### src/rtl/ifft_4pt.sv
// 4-point radix-2 inverse FFT with start/done handshake; output scaled by 1/4.
// Packed complex words: real in the upper half, imaginary in the lower half.
module ifft_4pt #(
    parameter int WIDTH = 32,
    parameter int GUARD = 2
) (
    input  logic             clock,
    input  logic             reset,
    input  logic [WIDTH-1:0] F [0:3],
    input  logic             start,
    output logic [WIDTH-1:0] f [0:3],
    output logic             done
);

    localparam int HALF = WIDTH / 2;
    localparam int IW   = HALF + GUARD;

    typedef enum logic [2:0] {IDLE, S1, S2, OUT, DONE} state_t;

    state_t state, state_next;

    logic signed [IW-1:0] xr [0:3];
    logic signed [IW-1:0] xi [0:3];
    logic signed [IW-1:0] ar [0:3];
    logic signed [IW-1:0] ai [0:3];
    logic signed [IW-1:0] yr [0:3];
    logic signed [IW-1:0] yi [0:3];

    function automatic logic signed [IW-1:0] ext(input logic [HALF-1:0] v);
        return {{GUARD{v[HALF-1]}}, v};
    endfunction

    always_ff @(posedge clock or posedge reset) begin
        if (reset) state <= IDLE;
        else       state <= state_next;
    end

    always_comb begin
        state_next = state;
        unique case (state)
            IDLE:    if (start) state_next = S1;
            S1:      state_next = S2;
            S2:      state_next = OUT;
            OUT:     state_next = DONE;
            DONE:    if (!start) state_next = IDLE;
            default: state_next = IDLE;
        endcase
    end

    assign done = (state == DONE);

    always_ff @(posedge clock or posedge reset) begin
        if (reset) begin
            for (int unsigned n = 0; n < 4; n++) begin
                xr[n] <= '0;
                xi[n] <= '0;
                ar[n] <= '0;
                ai[n] <= '0;
                yr[n] <= '0;
                yi[n] <= '0;
                f[n]  <= '0;
            end
        end else begin
            unique case (state)
                IDLE: begin
                    if (start) begin
                        for (int unsigned n = 0; n < 4; n++) begin
                            xr[n] <= ext(F[n][WIDTH-1:HALF]);
                            xi[n] <= ext(F[n][HALF-1:0]);
                        end
                    end
                end
                S1: begin
                    ar[0] <= xr[0] + xr[2];
                    ai[0] <= xi[0] + xi[2];
                    ar[1] <= xr[0] - xr[2];
                    ai[1] <= xi[0] - xi[2];
                    ar[2] <= xr[1] + xr[3];
                    ai[2] <= xi[1] + xi[3];
                    ar[3] <= xr[1] - xr[3];
                    ai[3] <= xi[1] - xi[3];
                end
                S2: begin
                    // j*a3 = (-a3.im, a3.re)
                    yr[0] <= ar[0] + ar[2];
                    yi[0] <= ai[0] + ai[2];
                    yr[2] <= ar[0] - ar[2];
                    yi[2] <= ai[0] - ai[2];
                    yr[1] <= ar[1] - ai[3];
                    yi[1] <= ai[1] + ar[3];
                    yr[3] <= ar[1] + ai[3];
                    yi[3] <= ai[1] - ar[3];
                end
                OUT: begin
                    // Taking bits [HALF+1:2] is an arithmetic >>>2 then truncation to HALF bits.
                    for (int unsigned n = 0; n < 4; n++)
                        f[n] <= {yr[n][HALF+1:2], yi[n][HALF+1:2]};
                end
                default: ;
            endcase
        end
    end

endmodule

### config.mk
export PLATFORM = sky130hd
export DESIGN_NAME = ifft_4pt
export DESIGN_NICKNAME = d
export VERILOG_FILES = /design/src/rtl/ifft_4pt.sv
export SDC_FILE = /design/constraint.sdc
export NUM_CORES = 1
export LEC_CHECK = 0
export CAP_MARGIN = 40
export CORE_ASPECT_RATIO = 1.5
export CORE_MARGIN = 3
export CORE_UTILIZATION = 48
export CTS_CLUSTER_DIAMETER = 100
export DETAILED_ROUTE_END_ITERATION = 6
export GPL_TIMING_DRIVEN = 0
export MAX_ROUTING_LAYER = met4
export PLACE_DENSITY = 0.64
export SLEW_MARGIN = 10
export SYNTH_ARGS = -nofsm -noshare
export SYNTH_HDL_FRONTEND = slang
export SYNTH_SLANG_ARGS = --single-unit
### constraint.sdc
create_clock -name clock -period 28.2 [get_ports clock]
set_input_delay 5.64 -clock clock [delete_from_list [all_inputs] [get_ports clock]]
set_output_delay 5.64 -clock clock [all_outputs]
set_load 0.02 [all_outputs]
==> results of run 1 <==
## metrics by stage
stage / setup slack (ns) / std cells / utilization (%)
CTS: 20.25 / 4234 / 57.4
finish: 20.28 / 4234 / 57.4
floorplan: 8.06 / 3082 / -
detailed placement: 19.63 / 4144 / 54.7
global placement: 2.60 / 4132 / 54.4
global route: 20.17 / 4234 / 57.4
## state kept, by name, summed over array words and instances, names as in the netlist
| register | flops |
|---|---|
| ai | 66 |
| ar | 66 |
| f | 128 |
| state | 3 |
| xi | 64 |
| xr | 64 |
| yi | 64 |
| yr | 64 |
## final timing paths
kind / startpoint / endpoint / slack, ns / cells after the start
setup / recovery: start / xi[0] / 20.28 / 7
hold / removal: yr[59] / yr[59] / 0.48 / 2
setup reg to reg: state[1] / ar[6] / 24.73 / 8
hold reg to reg: yr[59] / yr[59] / 0.48 / 2
max in group asynchronous: reset / f[97] / 21.14 / 4
min in group asynchronous: reset / f[112] / 5.52 / 2
## worst max-delay path, stage by stage
cell             delay [ns]
clkdlybuf4s50_1        0.57
nor4b_2                0.32
buf_4                  0.25
buf_2                  0.21
clkbuf_1               0.38
clkbuf_1               0.60
mux2_2                 0.41
## logic make-up after synthesis
family                   count (synthesis)  share of synthesized area [%]
flip-flops                             519                           43.8
buffers and inverters                  383                           4.86
XOR/XNOR                               195                           5.76
AND/OR/NAND/NOR                        745                           11.3
multiplexers                           193                           7.31
adder cells (fa/ha/maj)                264                           11.3
AO/OA/AOI/OAI                          783                           15.7
## metal layers
metal / track usage (%) / part of all wire (%)
met1: 35.9 / 43
met3: 2.54 / 3.6
met4: 7.93 / 2.9
met2: 49.9 / 50
met5: - / 0
## synth_stat cells, drive strengths merged (14+ instances only)
master	n	area (sq um)
nand3	27	135
a211oi	20	155
xnor2	159	1390
a31oi	22	138
inv	225	845
nor3	50	250
mux2	188	2120
nand2	361	1360
o21a	14	105
nor2	153	574
or3	14	87.6
o31ai	28	215
o21bai	36	270
nor4	15	93.8
ha	256	3200
nor2b	24	150
and3	15	93.8
o21ai	352	1760
xor2	36	315
a21o	25	188
dfrtp	519	13000
a21oi	190	951
clkbuf	146	549
nand2b	35	219
## area by class of cell
| type | count | area share [%] |
|---|---|---|
| flip-flops and latches | 519 | 37.0 |
| clock inverters | 14 | 0.460 |
| well taps | 791 | 2.82 |
| clock buffers | 76 | 4.22 |
| plain buffers | 158 | 1.70 |
| inverters | 225 | 2.43 |
| multi-input cells | 2180 | 43.4 |
| repair buffers | 271 | 7.91 |
==> results by stage, run 1 <==
Status:
- The flow ran to the end, and the final reports show no timing, DRC or antenna violations.

Finish:
- Relative to the synthesized area, the layout overhead comes to 18.3%.
- The final antenna diode count is 0.
- The filler cell count in the final layout is 5542.
- Summing all multi-input logic gate instances after layout gives 15200 sq um.
- Across the whole layout, storage elements account for 13000 sq um.
- The count of nets after finishing is 3799.
- The post-route cell area is 35100 sq um.
- In the final layout, the share of cells above drive strength 1 is 8.77%.
- Leaving out fill and tap cells, the most frequent cells in the layout are dfrtp_1, nand2_1, o21ai_0, clkdlybuf4s50_1, ha_1.
- The library cell used most frequently in the layout, excluding fill and tap cells, is dfrtp_1.

GRT:
- The initial antenna violation count is 0.
- The total overflow left after global routing is 0.
- The wire length of the first global-routing pass is 140 mm.
- The number of global-route vias before repair is 23600.
- Entering global routing, the biggest net connects 122 pins.
- The global-route usage over all layers is 28.6%.

STA:
- The final-report hold violation count is 0.
- The worst path needs 7.92 ns of the cycle, external delays included.
- The final count of pins violating max slew is 0.
- The slew at the pin with the worst max-slew slack is 0.899 ns.
- The total of endpoints with negative setup slack in the final report is 0.
- Setup repair after global routing left no endpoint under its margin.
- Across all hold checks on the routed design, the worst slack comes to 0.478 ns.
- The fraction of the cycle the final worst path needs is 28.1%.
- Headroom to the max-slew limit came out at 40.1%.
- The worst-case clock skew is 0.0163 ns.
- For the final routed database, the setup TNS stands at 0 ns.
- The maximum clock rate is 0.126 GHz.

Placement:
- The post-detailed-placement cell area is 33400 sq um.
- The HPWL after detailed placement is 74.5 mm.
- The final weighted congestion of routability-driven global placement is 0.916.
- Port buffering added 259 buffers.

Route:
- In the routed layout, each cell is associated on average with a via count of 5.50.
- The average wire per cell in the routed design is 21.5 microns.
- The initial detailed-routing violation count is 1371.
- The routed design has 91.2 mm of wire.
- For this run, design rule violations remaining after detail routing come to 0.
- The total number of vias is 23300.
- In this run the remaining antenna-violating nets after routing total 0.
- The first detailed-routing pass took 5 iterations.

Clocking:
- The CTS sink count is 519.
- Clock tree synthesis selected as its root buffer the cell clkbuf_16.
- Counting along the longest clock path gives a buffer depth of 3.
- Clock tree synthesis inserted a total of 49 buffers.
- After clock tree synthesis, the clock-pin slew on the worst setup and hold paths is 0.06 ns.
- The H-tree generated during clock tree synthesis spans 2 levels.
- Hold repair after CTS inserted 0 buffers.
- Clock latency on the worst-skew pair, taken at its later pin, is 0.60 ns.
- TritonCTS built the clock tree.
- The count of instances resized after the clock tree is built is 0.
- Buffers added to address setup during post-CTS repair amount to 0.

Synth:
- The proportion of synthesized chip area in sequential cells is 43.8%.
- Counting flops with a built-in enable in the synthesized netlist gives 0.
- The cell count after synthesis came out at 3082.
- The net count after synthesis is 3477.
- The fraction of synthesis flops using an asynchronous set or reset pin is 100%.
- The synthesis-stage register bit count is 519.
- The mean area per synthesized cell is 9.62 sq um.
- The number of unique standard cell types used by synthesis is 77.
- In the synthesized netlist the dominant register cell turns out to be dfrtp_1.
- Yosys printed 0 warnings.
- In this run the cell area of the synthesized design comes to 29700 sq um.

Worst setup path:
- The critical path in this run is classified as input pin to flop.
- STA classifies the critical path endpoint as a flop.
- In this run the worst path has a maximum fanout of 10.
- The worst path arrival time is 8.40 ns.
- The required time of the worst setup path is 28.68 ns.
- The critical path startpoint category is an input pin.

Floorplanning:
- The overall die area is 64900 sq um.
- The die extent in y is 310 microns.
- In this run the count of I/O pins placed on the die edge is 260.
- In this run the horizontal extent of the chip is 209 microns.
- The initialized floorplan defines 111 standard-cell rows.
- The core region is 61100 sq um.
- The starting density of the core is 48.5%.

Hold path:
- The class of the most critical hold timing path is flop to flop.

Job:
- The max capacitance violation total is 0.
Power of run 1 is left out: the tool's default activity adds up to more than one toggle a clock period on the data nets, which glitch-free logic cannot reach.
==> run 2: changes to the inputs <==
- PLACE_DENSITY: 0.64 -> 0.67
- clock period: 28.2 -> 7 ns (I/O delays scaled with it)
==> results by stage, run 2 (synthesis results as in run 1) <==
Status:
- The flow ran to the end, and the final reports show no timing, DRC or antenna violations.

Worst setup path:
- The top fanout value on the critical path is 8 (-2).
- The highest-delay cell along the critical path is clkdlybuf4s50_1.
- The minimum setup slack among reg-to-reg paths came to 3.43 ns (-21.30 ns).
- The number of buffers and inverters on the critical path is 2 (-3).
- The reg-to-reg critical path endpoint is ar[52].
- The worst register-to-register path begins at state[1].
- The required time of the worst setup path is 5.60 ns (-23.08 ns).
- The worst setup path is of the flop to output port kind.
- In this design, the largest share of critical-path delay is due to buffers and inverters.
- The largest stage delay on the critical path is 0.70 ns (+0.10 ns).
- The worst setup path is captured at an output port.
- Walking the worst path, the cells encountered are clkbuf_1 > nor3b_1 > clkdlybuf4s50_1.
- STA classifies the critical path startpoint as a flop.
- The worst reg-to-reg path cell count came to 9 (+1).
- The worst path arrival time came to 2.30 ns (-6.10 ns).

Floorplanning:
- The number of top-level design ports came to 260 (unchanged).
- The area of the core is 61100 sq um (unchanged).
- The total number of placement rows is 111 (unchanged).
- The starting density of the core is 48.5% (unchanged).
- The die width came to 209 microns (unchanged).
- The overall die area is 64900 sq um (unchanged).
- The die extent in y was 310 microns (unchanged).

Finish:
- The number of flip-flops under the largest register name is 128 (unchanged).
- The count of placed standard cells in the final layout, fillers left out is 4251 (+0.40%).
- The largest registers in the layout are f x128, ai x66, ar x66.
- The relative area change from synthesis to final layout is 19.6%.
- The filler cell count in the final layout is 5449 (-1.7%).
- The library cells used most frequently in the layout, excluding fill and tap cells, are dfrtp_1, nand2_1, o21ai_0, clkdlybuf4s50_1, ha_1.
- The count of nets after finishing is 3815 (+0.42%).
- The register with the most flip-flops in the final layout is f.
- The fraction of final layout cells sized beyond drive strength 1 is 9.34% (+0.56 points).
- The combined flip-flop and latch cell area is 13000 sq um (unchanged).
- The final antenna diode count is 0 (unchanged).
- The multi-input gate area in the final layout came to 15200 sq um (unchanged).
- The commonest non-fill, non-tap cell in the layout is dfrtp_1.

Route:
- The detailed-route wire length came to 90.0 mm (-1.4%).
- The DRC violation count after routing is 0 (unchanged).
- The length of routed met3 wiring is 3.14 mm (-4.6%).
- The number of nets with antenna violations after detailed routing is 0 (unchanged).
- The detailed-route vias per instance is 5.48 (-0.31%).
- The met2 wirelength from detailed routing was 44.6 mm (-2.2%).
- The average wire per cell in the routed design is 21.2 microns (-1.8%).
- The number of detailed-route iterations in the first pass is 5 (unchanged).
- The detailed router used layers up to and including met4.
- The total number of vias is 23300 (+0.090%).
- The detailed-route wire length on metal 1 is 39.0 mm (-1.7%).
- The initial detailed-routing violation count is 1489 (+8.6%).

Clocking:
- The CTS sink count is 519 (unchanged).
- The latest clock arrival within the worst-skew pair is 0.61 ns (about the same).
- The number of H-tree levels was 2 (unchanged).
- The post-CTS setup buffer count was 0 (unchanged).
- The buffer levels on the longest clock path came to 3 (unchanged).
- The cts-stage hold buffer count is 0 (unchanged).
- The count of instances resized after the clock tree is built was 0 (unchanged).
- The clock-pin transition on the worst setup and hold timing paths is 0.06 ns (about the same).
- The cell at the root of the clock tree is clkbuf_16.
- The clock buffer count from CTS came to 50 (+2.0%).
- The CTS tree is built.

Hold path:
- The class of the most critical hold timing path is flop to flop.
- The worst hold path depth is 2 (unchanged).
- The path with the worst hold slack has its endpoint at yr[66].
- The startpoint identified for the worst hold timing path is yr[66].

STA:
- The final critical path takes up 52.9% of the cycle.
- The slew at the pin with the worst max-slew slack is 0.914 ns (+0.0153 ns).
- The worst-case clock skew is 0.0206 ns (+0.00423 ns).
- The maximum clock rate is 0.270 GHz.
- The final-report hold violation count is 0 (unchanged).
- The relative max-transition margin is 39.0% (-1.0 points).
- Setup repair after global routing left no endpoint under its margin.
- The minimum hold slack is 0.482 ns (+0.00319 ns).
- The total of endpoints with negative setup slack in the final report came to 0 (unchanged).
- The final count of pins violating max slew is 0 (unchanged).
- Subtracting the final worst setup slack from the clock period gives 3.70 ns.

Placement:
- The count of placed standard cells including taps is 4159 (+0.36%).
- The count of input and output buffers was 259 (unchanged).
- The HPWL after detailed placement is 74.1 mm (-0.46%).
- The final weighted congestion of routability-driven global placement came to 0.966 (+5.5%).

GRT:
- The initial antenna violation count was 0 (unchanged).
- The wire length of the first global-routing pass was 138 mm (-1.8%).
- The pin count of the biggest net entering global routing is 41 (-66%).
- The overall overflow remaining after global route came to 0 (unchanged).
- The number of global-route vias before repair is 23600 (-0.0085%).
- The global-route usage over all layers is 28.0% (-0.59 points).

Job:
- The max capacitance violation total is 0 (unchanged).
[run 2: changes by cell type in the layout (fill, tap and decap cells not counted)]
cell,delta
bufinv_16,+3
buf_4,+1
clkbuf_8,+2
buf_12,+15
clkinv_4,-1
buf_16,-4
buf_2,-1
buf_8,+4
clkbuf_1,-4
inv_8,-1
clkinv_2,+1
clkbuf_16,+2
[run 2: worst reg2reg max path, stage by stage, from the launching register on]
cell and delay, ns:
dfrtp_1 0.32, clkbuf_1 0.29, or3b_2 0.27, clkbuf_1 0.47
clkbuf_1 0.59, clkbuf_1 0.64, clkbuf_1 0.53, buf_6 0.23
nand2_1 0.08, o31ai_1 0.07
[run 2: through the flow]
step	TNS, ns	setup slack (ns)	utilization, %	cell area [sq um]
floorplan	-752.67	-1.45	-	29700
global placement	-2263.87	-4.41	54.4	33200
detailed placement	0	2.73	55.1	33700
CTS	0	3.30	58.1	35500
global route	0	3.18	58.1	35500
finish	0	3.30	58.1	35500
[run 2: how the worst max path moves through the flow]
stage,slack [ns],from,cells after the start,to
floorplan,-1.45,reset,1,ai[10]
global placement,-4.41,reset,2,xi[58]
detailed placement,2.73,start,8,xi[39]
CTS,3.30,state[1],3,done
global route,3.18,state[1],3,done
finish,3.30,state[1],3,done
[run 2: layout make-up]
type | count | share of cell area (%)
clock inverter | 16 | 0.677
tap | 791 | 2.79
inverter | 225 | 2.39
buffer | 158 | 1.68
clock buffer | 76 | 4.35
sequential | 519 | 36.6
timing repair buffer | 286 | 8.54
multi-input combinational | 2180 | 43.0
[run 2: metal layers]
metal	vias up	track usage, %
met4	0	9.26
met1	11400	35.1
met5	-	-
li1	11200	-
met3	142	2.42
met2	568	48.3
Power of run 2 is left out for the same reason.
